## config.mk

```make
export PLATFORM = sky130hd
export DESIGN_NAME = dmem_ctrl
export DESIGN_NICKNAME = d
export VERILOG_FILES = /design/src/rtl/dmem_pkg.sv /design/src/rtl/dmem_ctrl_load_align.sv /design/src/rtl/dmem_ctrl.sv
export SDC_FILE = /design/constraint.sdc
export NUM_CORES = 1
export LEC_CHECK = 0
export ABC_AREA = 1
export CORE_MARGIN = 2
export CORE_UTILIZATION = 45
export DETAILED_ROUTE_END_ITERATION = 16
export GPL_ROUTABILITY_DRIVEN = 0
export HOLD_SLACK_MARGIN = 0.08
export PLACE_DENSITY = 0.86
export REMOVE_ABC_BUFFERS = 1
export SLEW_MARGIN = 0
export SYNTH_ARGS = -nofsm -noshare
export SYNTH_HDL_FRONTEND = slang
export SYNTH_SLANG_ARGS = --single-unit
```

## constraint.sdc

```tcl
create_clock -name i_clk -period 2.45 [get_ports i_clk]
set_clock_uncertainty 0.1 [all_clocks]
set_input_delay 0.3675 -clock i_clk [delete_from_list [all_inputs] [get_ports i_clk]]
set_output_delay 0.3675 -clock i_clk [all_outputs]
set_load 0.01 [all_outputs]
```

## src/rtl/dmem_pkg.sv

```systemverilog
// Shared definitions for the data-memory access controller.
// Holds the controller state encoding, the funct3 access-width codes used by
// loads and stores, the default abort limit, and small helpers that classify
// an access by width and byte offset.
package dmem_pkg;

    typedef enum logic [1:0] {
        ST_IDLE = 2'd0,
        ST_REQ  = 2'd1,
        ST_WAIT = 2'd2,
        ST_DONE = 2'd3
    } state_e;

    localparam logic [2:0] F3_LB  = 3'b000;
    localparam logic [2:0] F3_LH  = 3'b001;
    localparam logic [2:0] F3_LW  = 3'b010;
    localparam logic [2:0] F3_LBU = 3'b100;
    localparam logic [2:0] F3_LHU = 3'b101;
    localparam logic [2:0] F3_SB  = 3'b000;
    localparam logic [2:0] F3_SH  = 3'b001;
    localparam logic [2:0] F3_SW  = 3'b010;

    localparam int DEFAULT_TIMEOUT_CYCLES = 16;

    // The low two funct3 bits give the access width; every code that is not
    // byte or half (including 011/110/111) behaves as a full word.
    function automatic logic is_misaligned(input logic [2:0] f3, input logic [1:0] off);
        case (f3[1:0])
            F3_SB[1:0]: return 1'b0;
            F3_SH[1:0]: return off[0];
            default:    return off != 2'b00;
        endcase
    endfunction

    function automatic logic [3:0] store_strobe(input logic [2:0] f3, input logic [1:0] off);
        case (f3[1:0])
            F3_SB[1:0]: return 4'b0001 << off;
            F3_SH[1:0]: return 4'b0011 << {off[1], 1'b0};
            default:    return 4'b1111;
        endcase
    endfunction

endpackage

```

## src/rtl/dmem_ctrl_load_align.sv

```systemverilog
// Combinational load alignment.
// Selects the addressed byte or halfword out of the returned memory word and
// sign- or zero-extends it according to the load funct3 code.
// Ports:
//   i_rdata   - raw 32-bit word from memory
//   i_offset  - byte offset of the access within the word
//   i_funct3  - load width/sign code
//   o_data    - aligned, extended load result
module load_align
    import dmem_pkg::*;
(
    input  logic [31:0] i_rdata,
    input  logic [1:0]  i_offset,
    input  logic [2:0]  i_funct3,
    output logic [31:0] o_data
);

    logic [7:0]  byte_sel;
    logic [15:0] half_sel;

    always_comb begin
        byte_sel = i_rdata[{i_offset, 3'b000} +: 8];
        half_sel = i_offset[1] ? i_rdata[31:16] : i_rdata[15:0];
        case (i_funct3)
            F3_LB:   o_data = {{24{byte_sel[7]}}, byte_sel};
            F3_LH:   o_data = {{16{half_sel[15]}}, half_sel};
            F3_LBU:  o_data = {24'd0, byte_sel};
            F3_LHU:  o_data = {16'd0, half_sel};
            default: o_data = i_rdata;
        endcase
    end

endmodule

```

## src/rtl/dmem_ctrl.sv

```systemverilog
// Data-memory access controller between the pipeline and a ready/valid memory.
// A load or store request is latched in IDLE, issued as a word-addressed
// memory request with byte strobes, and completed with a one-cycle o_done
// pulse carrying the aligned load result or a misalignment/timeout fault.
// Ports:
//   i_clk, i_rst_n                 - clock, synchronous active-low reset
//   i_mem_read, i_mem_write        - pipeline request levels
//   i_dmem_mask, i_addr, i_store_data - access width, byte address, store data
//   o_stall, o_done                - pipeline freeze and completion pulse
//   o_load_data, o_misaligned, o_timeout - completion results
//   o_dmem_req/we/addr/wdata/strb  - memory request channel
//   i_dmem_ready, i_dmem_rvalid, i_dmem_rdata - memory responses
module dmem_ctrl
    import dmem_pkg::*;
#(
    parameter int TIMEOUT_CYCLES = DEFAULT_TIMEOUT_CYCLES
) (
    input  logic        i_clk,
    input  logic        i_rst_n,
    input  logic        i_mem_read,
    input  logic        i_mem_write,
    input  logic [2:0]  i_dmem_mask,
    input  logic [31:0] i_addr,
    input  logic [31:0] i_store_data,
    output logic        o_stall,
    output logic        o_done,
    output logic [31:0] o_load_data,
    output logic        o_misaligned,
    output logic        o_timeout,
    output logic        o_dmem_req,
    output logic        o_dmem_we,
    output logic [31:0] o_dmem_addr,
    output logic [31:0] o_dmem_wdata,
    output logic [3:0]  o_dmem_strb,
    input  logic        i_dmem_ready,
    input  logic        i_dmem_rvalid,
    input  logic [31:0] i_dmem_rdata
);

    localparam int CNT_W = $clog2(TIMEOUT_CYCLES + 1);

    state_e             state_q, state_d;
    logic [31:0]        addr_q, addr_d;
    logic [31:0]        sdata_q, sdata_d;
    logic [2:0]         funct3_q, funct3_d;
    logic               we_q, we_d;
    logic [CNT_W-1:0]   cnt_q, cnt_d;
    logic [31:0]        load_data_q, load_data_d;
    logic               misaligned_q, misaligned_d;
    logic               timeout_q, timeout_d;

    logic               request;
    logic               cnt_expired;
    logic               load_beat;
    logic               in_req;
    logic [31:0]        aligned_rdata;

    assign request     = i_mem_read | i_mem_write;
    assign cnt_expired = cnt_q == CNT_W'(TIMEOUT_CYCLES - 1);
    assign in_req      = state_q == ST_REQ;
    // Load data counts as arriving either alongside the accept in REQ or later in WAIT.
    assign load_beat   = !we_q && i_dmem_rvalid &&
                         ((in_req && i_dmem_ready) || state_q == ST_WAIT);

    load_align u_load_align (
        .i_rdata  (i_dmem_rdata),
        .i_offset (addr_q[1:0]),
        .i_funct3 (funct3_q),
        .o_data   (aligned_rdata)
    );

    // Next-state logic. Completion beats the abort limit in the final allowed
    // cycle, and an accepted load that would need WAIT past the limit aborts.
    always_comb begin
        state_d      = state_q;
        addr_d       = addr_q;
        sdata_d      = sdata_q;
        funct3_d     = funct3_q;
        we_d         = we_q;
        cnt_d        = cnt_q;
        load_data_d  = load_data_q;
        misaligned_d = misaligned_q;
        timeout_d    = timeout_q;
        case (state_q)
            ST_IDLE: begin
                if (request) begin
                    addr_d   = i_addr;
                    sdata_d  = i_store_data;
                    funct3_d = i_dmem_mask;
                    we_d     = i_mem_write;
                    cnt_d    = '0;
                    if (is_misaligned(i_dmem_mask, i_addr[1:0])) begin
                        state_d      = ST_DONE;
                        misaligned_d = 1'b1;
                        timeout_d    = 1'b0;
                        load_data_d  = '0;
                    end else begin
                        state_d = ST_REQ;
                    end
                end
            end
            ST_REQ, ST_WAIT: begin
                cnt_d = cnt_q + 1'b1;
                if (in_req && i_dmem_ready && we_q) begin
                    state_d      = ST_DONE;
                    misaligned_d = 1'b0;
                    timeout_d    = 1'b0;
                    load_data_d  = '0;
                end else if (load_beat) begin
                    state_d      = ST_DONE;
                    misaligned_d = 1'b0;
                    timeout_d    = 1'b0;
                    load_data_d  = aligned_rdata;
                end else if (cnt_expired) begin
                    state_d      = ST_DONE;
                    misaligned_d = 1'b0;
                    timeout_d    = 1'b1;
                    load_data_d  = '0;
                end else if (in_req && i_dmem_ready) begin
                    state_d = ST_WAIT;
                end
            end
            default: begin
                state_d = ST_IDLE;
            end
        endcase
    end

    // State and latched-request registers.
    always_ff @(posedge i_clk) begin
        if (!i_rst_n) begin
            state_q      <= ST_IDLE;
            addr_q       <= '0;
            sdata_q      <= '0;
            funct3_q     <= '0;
            we_q         <= 1'b0;
            cnt_q        <= '0;
            load_data_q  <= '0;
            misaligned_q <= 1'b0;
            timeout_q    <= 1'b0;
        end else begin
            state_q      <= state_d;
            addr_q       <= addr_d;
            sdata_q      <= sdata_d;
            funct3_q     <= funct3_d;
            we_q         <= we_d;
            cnt_q        <= cnt_d;
            load_data_q  <= load_data_d;
            misaligned_q <= misaligned_d;
            timeout_q    <= timeout_d;
        end
    end

    // The memory channel is driven only while a request is outstanding.
    assign o_stall      = (state_q == ST_IDLE && request) || in_req || state_q == ST_WAIT;
    assign o_done       = state_q == ST_DONE;
    assign o_load_data  = load_data_q;
    assign o_misaligned = misaligned_q;
    assign o_timeout    = timeout_q;
    assign o_dmem_req   = in_req;
    assign o_dmem_we    = in_req && we_q;
    assign o_dmem_addr  = in_req ? {addr_q[31:2], 2'b00} : 32'd0;
    assign o_dmem_wdata = (in_req && we_q) ? (sdata_q << {addr_q[1:0], 3'b000}) : 32'd0;
    assign o_dmem_strb  = (in_req && we_q) ? store_strobe(funct3_q, addr_q[1:0]) : 4'd0;

endmodule

```

# Word level (Yosys, flattened, before mapping)
# Cells that the tools add are included.
dict set report totals {
  wordCells 85
  ff_bits 109
  output_inout_bits 106
}
dict set report op_classes {
  n_bitwise 1
  shifts 4
  addsub 1
  mux 36
  n_eq_ne 13
  n_reduce_logical 21
}
# cell count
set ops {}
lappend ops {{32-bit two-way mux} 7}
lappend ops {{32-bit case mux with 4 select lines} 1}
lappend ops {{32-bit case mux with 2 select lines} 1}
lappend ops {{32-bit by 6-bit indexed part select with 8-bit output} 1}
lappend ops {{32-bit by 5-bit << shifter with 32-bit output} 1}
lappend ops {{16-bit two-way mux} 1}
lappend ops {{1-bit two-way mux} 12}
lappend ops {{2-bit two-way mux} 6}
lappend ops {{5-bit case mux with 2 select lines} 1}
lappend ops {{4-bit case mux with 2 select lines} 1}
lappend ops {{2-bit by 1-bit equality test with 1-bit output (second input constant)} 3}
lappend ops {{3-bit equality test (second input constant)} 2}
lappend ops {{1-bit logical AND} 6}
lappend ops {{2-bit logical NOT} 3}
lappend ops {{1-bit case mux with 2 select lines} 3}
lappend ops {{2-bit AND reduction} 3}
lappend ops {{5-bit by 1-bit adder with 5-bit output (second input constant)} 1}
lappend ops {{5-bit by 4-bit equality test with 1-bit output (second input constant)} 1}
lappend ops {{5-bit two-way mux} 1}
lappend ops {{5-bit inequality test (second input constant)} 1}
lappend ops {{2-bit equality test (second input constant)} 2}
lappend ops {{4-bit two-way mux} 1}
lappend ops {{2-bit inequality test (second input constant)} 2}
lappend ops {{4-bit inequality test (second input constant)} 1}
lappend ops {{11 further kinds} 14}

# Depth between registers and ports, before layout
# Gate-level depths: netlist of run 1.
dict set report depth {
  word_depth 7
  mapped_depth 13
}

# By module
# Synthesis of run 1 repeated with hierarchy kept, for this count alone.
dict set report unflattened {
  cells_unflattened 954
  hier_area_um2 6062.1
}
# module seq_area_each_um2 n_inst area_per_inst_um2 cells_per_inst
set modules_own_cells {}
lappend modules_own_cells {dmem_ctrl 2182.1 1 5007.3 760}
lappend modules_own_cells {load_align 0.0 1 1054.8 194}

# Worst setup path before layout of run 1
# OpenSTA, ideal clock, no wires.
dict set report synth_timing {
  path_kind {register to output}
  from {reg state_q[1]}
  to {out o_dmem_wdata[19]}
  arrival_ns 1.543
  path_stages_with_launch 9
  setup_slack_ns 0.439
  n_path_buf 2
  required_time_ns 1.982
  path_cell_list {dfxtp_1 > inv_1 > ha_1 > buf_6 > nand2_4 > inv_4 > nand2_1 > buf_2 > o32ai_1}
}
dict set report synth_via {
  elab_chain_len 3
}
# element line
set synth_lines {}
lappend synth_lines {{start: declaration} dmem_ctrl.sv:42} ;# state_e state_q, state_d;
lappend synth_lines {{start signal: assignment} dmem_ctrl.sv:142} ;# state_q <= state_d;
lappend synth_lines {{2-bit by 1-bit equality test with 1-bit output} dmem_ctrl.sv:60} ;# assign in_req = state_q == ST_REQ;
lappend synth_lines {{via o_dmem_req} dmem_ctrl.sv:30} ;# output logic o_dmem_req,
lappend synth_lines {{1-bit logical AND} -}
lappend synth_lines {{via o_dmem_we} dmem_ctrl.sv:31} ;# output logic o_dmem_we,
lappend synth_lines {{32-bit two-way mux} dmem_ctrl.sv:163} ;# assign o_dmem_wdata = (in_req && we_q) ? (sdata_q << {addr_q[1:0], 3'b000}) : 32'd0;
lappend synth_lines {{end: declaration} dmem_ctrl.sv:33} ;# output logic [31:0] o_dmem_wdata,
# The timed path passes the listed nets, and every way through them passes these cells.

# Worst setup path in the final report of run 1
dict set report layout_timing {
  from {reg state_q[1]}
  to {out o_dmem_wdata[23]}
}
dict set report layout_via {
  elab_chain_len 3
}
# element line
set layout_lines {}
lappend layout_lines {{2-bit by 1-bit equality test with 1-bit output} dmem_ctrl.sv:60}
lappend layout_lines {{1-bit logical AND} dmem_ctrl.sv:163}
lappend layout_lines {{32-bit two-way mux} dmem_ctrl.sv:163}
# No other way between the ends.

==> impl_metrics.json, run 1 <==
{
  "drt-total-wl_um": 18000,
  "hold_violations": 0,
  "num_antenna_cells": 0,
  "final_cell_mix": "207 x nor2_1, 171 x clkdlybuf4s50_1, 161 x nand2_1, 108 x dfxtp_1, 86 x o21ai_0",
  "tightest_slew_ns": 0.725,
  "ant_nets": 0,
  "final_nets": 1157,
  "core_area_um2": 12600,
  "viasPerCell": 5.11,
  "tns_ns": 0,
  "clock.fmax_ghz": 0.412,
  "min_from": "i_rst_n",
  "vias": 6254,
  "yosysWarningCount": 0,
  "ys_seq_elements": 109,
  "ir_worst_vdd_mv": 0.639,
  "clock_sinks": 109,
  "area_delta_synth_final_pct": 41.2,
  "outcome": "finished clean",
  "wire_per_inst_um": 14.7,
  "finalHoldWorstSlack_ns": 0.361,
  "drt-initial-drc-count": 513,
  "rr_worst_depth": 8,
  "place_inst": 1207,
  "grt_pass1_wl_um": 29000,
  "start_util_pct": 46.1,
  "dieArea_um2": 13800,
  "synth_top_area_share_pct": 37.5,
  "crit_required_ns": 1.98,
  "port_buffers": 208,
  "grt_usage_pct": 25.8,
  "p_leak_nw": 3.72,
  "worstHoldPathCells": 3,
  "setup_ws_ns": 0.0202,
  "cts.htree.levels": 3,
  "ys_seq_area_share_pct": 37.5,
  "worstSetupPathType": "reg2out",
  "grt-ovfl-total": 0,
  "die_h_um": 118,
  "drive_above_1_share_pct": 7.90,
  "root_buffer": "clkbuf_16",
  "dpl_cell_area_um2": 7980,
  "drc": 0,
  "path_clk_slew_ns": 0.07,
  "critPathMaxFanout": 32,
  "drv_cap": 0,
  "cts_buffers": 9,
  "antenna_found_initial": 0,
  "dieWidth_um": 118,
  "synthTopCellsByArea": "dfxtp_1 38%, nor2_1 13%, nand2_1 10%, o21ai_0 7.4%, inv_1 5.2%",
  "r2r-end": "funct3_q[1]",
  "min-delay-path-class": "in2reg",
  "fin_area_um2": 8210,
  "grt_start_max_net_pins": 71,
  "final_common_cell": "nor2_1",
  "clk_latency_ns": 0.36,
  "synthesis.area_um2": 5810,
  "finalCriticalPeriod_ns": 2.43,
  "hold_path_end": "sdata_q[29]",
  "async_flop_share_pct": 0,
  "pin_count": 211,
  "slew_headroom_pct": 51.7,
  "slew_violations": 0,
  "critPathLaunchType": "register",
  "ys_types": 36,
  "rsz0062_at_grt": "true",
  "place_ws_ns": 0.0201,
  "arrival_ns": 1.96,
  "post_synth.cell_area_avg_um2": 6.72,
  "synth_cells": 865,
  "worstReg2RegStart": "state_q[0]",
  "synth_ff_type": "dfxtp_1",
  "hpwl_um": 12700,
  "pwr_density_cell_nw_per_um2": 1080,
  "synth_edf_count": 0,
  "timing.final.crit_share_pct": 99.2,
  "drt_pass1_iterations": 8,
  "tritoncts": "done",
  "worst_setup_path_end_kind": "output pin",
  "synth_area_leader_cell": "dfxtp_1",
  "rows": 41,
  "r2r_setup_slack_ns": 0.36,
  "stdcell_count": 1223,
  "grt_pass1_vias": 5850,
  "cts.path.max_buffers": 2,
  "setup_viol": 0
}
sequential cells by signal (all words and copies together), names as in the netlist:
signal / cells
o_load_data: 32
cnt_q: 5
funct3_q: 3
addr_q: 32
we_q: 1
sdata_q: 32
o_timeout: 1
o_misaligned: 1
state_q: 2
logic make-up after synthesis:
group,after synthesis,synth area share (%)
AND/OR/NAND/NOR,402,28.5
other,1,0.0645
adder cells (fa/ha/maj),6,1.29
flip-flops,109,37.5
buffers and inverters,144,11.5
XOR/XNOR,1,0.151
multiplexers,9,1.55
AO/OA/AOI/OAI,193,19.4
area by class of cell:
| class | count | area [um2] |
|---|---|---|
| Clock buffer | 9 | 225 |
| Fill cell | 1141 | 4410 |
| Clock inverter | 7 | 51.3 |
| Multi-Input combinational cell | 613 | 3000 |
| Sequential cell | 109 | 2180 |
| Tap cell | 172 | 215 |
| Timing Repair Buffer | 226 | 2200 |
| Inverter | 87 | 337 |
cells in the mapped netlist, types with 4 or more instances:
| master | instances |
|---|---|
| o21ai_0 | 86 |
| nand2_4 | 5 |
| dfxtp_1 | 109 |
| ha_1 | 6 |
| buf_6 | 11 |
| buf_2 | 9 |
| mux2i_1 | 9 |
| inv_1 | 80 |
| a21oi_1 | 46 |
| o21ai_1 | 13 |
| buf_4 | 7 |
| inv_4 | 4 |
| clkbuf_1 | 29 |
| o32ai_1 | 16 |
| nor2_1 | 207 |
| nand2_1 | 161 |
| or2_2 | 5 |
| o21a_1 | 25 |
| nand3_1 | 11 |
routing by layer:
| layer | part of all wire [%] | vias up | GRT usage (%) |
|---|---|---|---|
| met5 | 0 | - | 0 |
| met4 | 2.6 | 0 | 10.5 |
| met3 | 10 | 36 | 7.66 |
| met2 | 45 | 277 | 40.8 |
| met1 | 42 | 2846 | 32.8 |
| li1 | - | 3095 | - |
per-stage QoR:
step	power, mW	utilization [%]
after CTS	8.84	65.2
after floorplan	5.50	-
after global placement	7.32	63.2
final	8.82	65.0
after detailed placement	7.42	63.2
after global routing	9.52	65.0
report_power, final:
part / switching, mW / leakage, nW / total, mW / internal, mW
combinational: 2.80 / 2.69 / 4.64 / 1.84
clock: 0.692 / 0.125 / 1.39 / 0.693
sequential: 0.405 / 0.903 / 2.80 / 2.39
timing repair:
action,4_1_cts,5_1_grt
gates resized for setup,47,36
setup buffers,0,0
setup endpoints to repair,68,43
hold buffers,0,0
pin swaps,1,0
critical path: stages, from the launching register on:
cell and delay (ns):
dfxtp_1 0.32, inv_1 0.12, ha_4 0.19, nand2_4 0.06, inv_4 0.09, nand2_1 0.10, buf_12 0.18, o32ai_1 0.24
dlygate4sd1_1 0.30
worst max path at each step:
stage / start / endpoint / slack [ns] / cells after the start
after floorplan: state_q[0] / o_stall / -0.72 / 6
after global placement: state_q[0] / o_dmem_wdata[25] / 0.08 / 7
after detailed placement: state_q[0] / o_dmem_wdata[24] / 0.02 / 7
after CTS: state_q[1] / o_dmem_wdata[25] / -0.0009 / 8
after global routing: state_q[0] / o_stall / -0.06 / 7
final: state_q[1] / o_dmem_wdata[23] / 0.02 / 8
Note: power is estimated with default switching activity, not from simulation.
==> run 2: changes to the inputs <==
--- a/config.mk
+++ b/config.mk
@@ -7,11 +7,11 @@
 export LEC_CHECK = 0
 export ABC_AREA = 1
 export CORE_MARGIN = 2
-export CORE_UTILIZATION = 45
+export CORE_UTILIZATION = 41
 export DETAILED_ROUTE_END_ITERATION = 16
 export GPL_ROUTABILITY_DRIVEN = 0
 export HOLD_SLACK_MARGIN = 0.08
-export PLACE_DENSITY = 0.86
+export PLACE_DENSITY = 0.82
 export REMOVE_ABC_BUFFERS = 1
 export SLEW_MARGIN = 0
 export SYNTH_ARGS = -nofsm -noshare
==> constraint.sdc (replaced) <==
create_clock -name i_clk -period 2.2 [get_ports i_clk]
set_clock_uncertainty 0.1 [all_clocks]
set_input_delay 0.33 -clock i_clk [delete_from_list [all_inputs] [get_ports i_clk]]
set_output_delay 0.33 -clock i_clk [all_outputs]
set_load 0.01 [all_outputs]
==> run 2 against run 1 <==
Effect of this change:
- via count is 0.50% higher
- combinational power is 21% higher
- sequential share of layout area is 0.94 points lower
- sequential power is 11% higher
- cell area is 3.8% higher
- global-route usage is 2.7 points lower
- critical path type unchanged
- critical endpoint is now o_dmem_wdata[26]
- highest routed layer unchanged
==> impl_metrics.json, run 2 (synthesis gave the netlist of run 1 again) <==
{
  "final_common_cell": "nor2_1",
  "cts_buffers": 9,
  "stdcell_count": 1251,
  "outcome": "finished clean",
  "finalCriticalPeriod_ns": 2.16,
  "min-delay-path-class": "in2reg",
  "fin_area_um2": 8520,
  "p_leak_nw": 4.01,
  "final_core_util_pct": 61.4,
  "drt-total-wl_um": 18300,
  "die_h_um": 123,
  "root_buffer": "clkbuf_16",
  "ir_worst_vdd_mv": 0.536,
  "seq_power_share_pct": 29.9,
  "critPathLaunchType": "register",
  "pin_count": 211,
  "tns_ns": 0,
  "final_cell_mix": "207 x nor2_1, 160 x nand2_1, 139 x clkdlybuf4s50_1, 106 x dfxtp_1, 84 x o21ai_0",
  "ant_nets": 0,
  "timing.final.crit_share_pct": 98.0,
  "grt_pass1_wl_um": 27900,
  "place_inst": 1228,
  "place_ws_ns": -0.148,
  "pwr-share-clk_pct": 16.1,
  "setup_ws_ns": 0.0434,
  "path_clk_slew_ns": 0.08,
  "worstSetupPathType": "reg2out",
  "pwr-share-comb_pct": 54.0,
  "grt_start_max_net_pins": 71,
  "setup_viol": 0,
  "final_nets": 1177,
  "cts.path.max_buffers": 2,
  "intPower_mw": 5.83,
  "crit_required_ns": 1.77,
  "drive_above_1_share_pct": 12.0,
  "wire_per_inst_um": 14.6,
  "dpl_cell_area_um2": 8110,
  "antenna_found_initial": 0,
  "drv_cap": 0,
  "cts.htree.levels": 3,
  "dieArea_um2": 15100,
  "arrival_ns": 1.73,
  "rows": 43,
  "clock_sinks": 109,
  "drt-initial-drc-count": 471,
  "cts_hold_buffers": 0,
  "clk_latency_ns": 0.36,
  "switchingPower_mw": 4.57,
  "critPathMaxFanout": 9,
  "grt-ovfl-total": 0,
  "num_antenna_cells": 0,
  "dieWidth_um": 123,
  "viasPerCell": 5.02,
  "hold_violations": 0,
  "clock.fmax_ghz": 0.464,
  "worst_setup_path_end_kind": "output pin",
  "switching_share_pct": 43.9,
  "drc": 0,
  "tritoncts": "done",
  "core_area_um2": 13900,
  "hpwl_um": 12400,
  "start_util_pct": 41.9,
  "port_buffers": 208,
  "grt_pass1_vias": 5804,
  "pwr_density_cell_nw_per_um2": 1220,
  "slew_headroom_pct": 60.7,
  "rsz0062_at_grt": "true",
  "area_delta_synth_final_pct": 46.5,
  "grt_usage_pct": 23.1,
  "tightest_slew_ns": 0.589,
  "drt_pass1_iterations": 5,
  "vias": 6285,
  "slew_violations": 0
}
run 2: changes by cell type in the layout (fill, tap and decap cells not counted), sizes merged, moves of 2 or more:
cell,delta
buf,+34
clkdlybuf4s50,-32
dlygate4sd1,-2
dlygate4sd2,+20
clkinvlp,-4
inv,+4
clkbuf,-2
run 2: layout make-up:
| type | instances | area, um2 |
|---|---|---|
| fillers | 1259 | 5360 |
| clock buffers | 9 | 225 |
| clock inverters | 7 | 73.8 |
| flip-flops and latches | 109 | 2190 |
| repair buffers | 246 | 2360 |
| multi-input cells | 613 | 3110 |
| well taps | 180 | 225 |
| inverters | 87 | 339 |
run 2: power groups by stage:
| stage | Clock, mW | Combinational [mW] | Sequential (mW) |
|---|---|---|---|
| finish | 1.67 | 5.62 | 3.11 |
| global route | 1.75 | 6.30 | 3.18 |
| CTS | 1.69 | 5.49 | 3.09 |
| detailed placement | 0 | 5.43 | 3.12 |
| global placement | 0 | 5.37 | 3.10 |
| floorplan | 0 | 2.94 | 3.18 |
run 2: worst max-delay path, cell delays in order, from the launching register on:
cell	delay, ns
dfxtp_2	0.33
inv_2	0.06
ha_4	0.16
nand2_4	0.07
inv_6	0.10
nand2_8	0.08
buf_12	0.16
o32ai_1	0.22
buf_2	0.18
run 2: final timing paths:
| kind | startpoint | depth (start not counted) | slack, ns | endpoint |
|---|---|---|---|---|
| max reg2reg | state_q[1] | 11 | 0.20 | o_load_data[9] |
| min | i_rst_n | 3 | 0.29 | o_load_data[8] |
| min reg2reg | o_timeout | 2 | 0.39 | o_timeout |
| max | state_q[1] | 8 | 0.04 | o_dmem_wdata[26] |
run 2: what timing repair did:
item,CTS,global route
gates resized for setup,130,41
cloned,1,4
endpoints found under the hold margin,0,0
pin swaps,1,1
buffers inserted,1,1
endpoints found under the setup margin,68,37
run 2: layer usage:
metal  track usage [%]  share of wire [%]
met1              29.5                 42
met2              37.0                 46
met3              6.27                 10
met4              9.23                2.1
met5                 0                  0
run 2: stage by stage:
step	total power [mW]	hold WS (ns)
2_1_floorplan	6.12	0.353
3_3_place_gp	8.47	0.366
3_5_place_dp	8.55	0.374
4_1_cts	10.3	0.285
5_1_grt	11.2	0.301
6_report	10.4	0.287
==> run 3: changes to the inputs <==
--- a/config.mk
+++ b/config.mk
@@ -13,7 +13,7 @@
 export HOLD_SLACK_MARGIN = 0.08
 export PLACE_DENSITY = 0.82
 export REMOVE_ABC_BUFFERS = 1
-export SLEW_MARGIN = 0
+export SLEW_MARGIN = 10
 export SYNTH_ARGS = -nofsm -noshare
 export SYNTH_HDL_FRONTEND = slang
 export SYNTH_SLANG_ARGS = --single-unit
==> results of run 3 <==
Same layout as run 2: the final DEF is identical, and so are final timing and power.
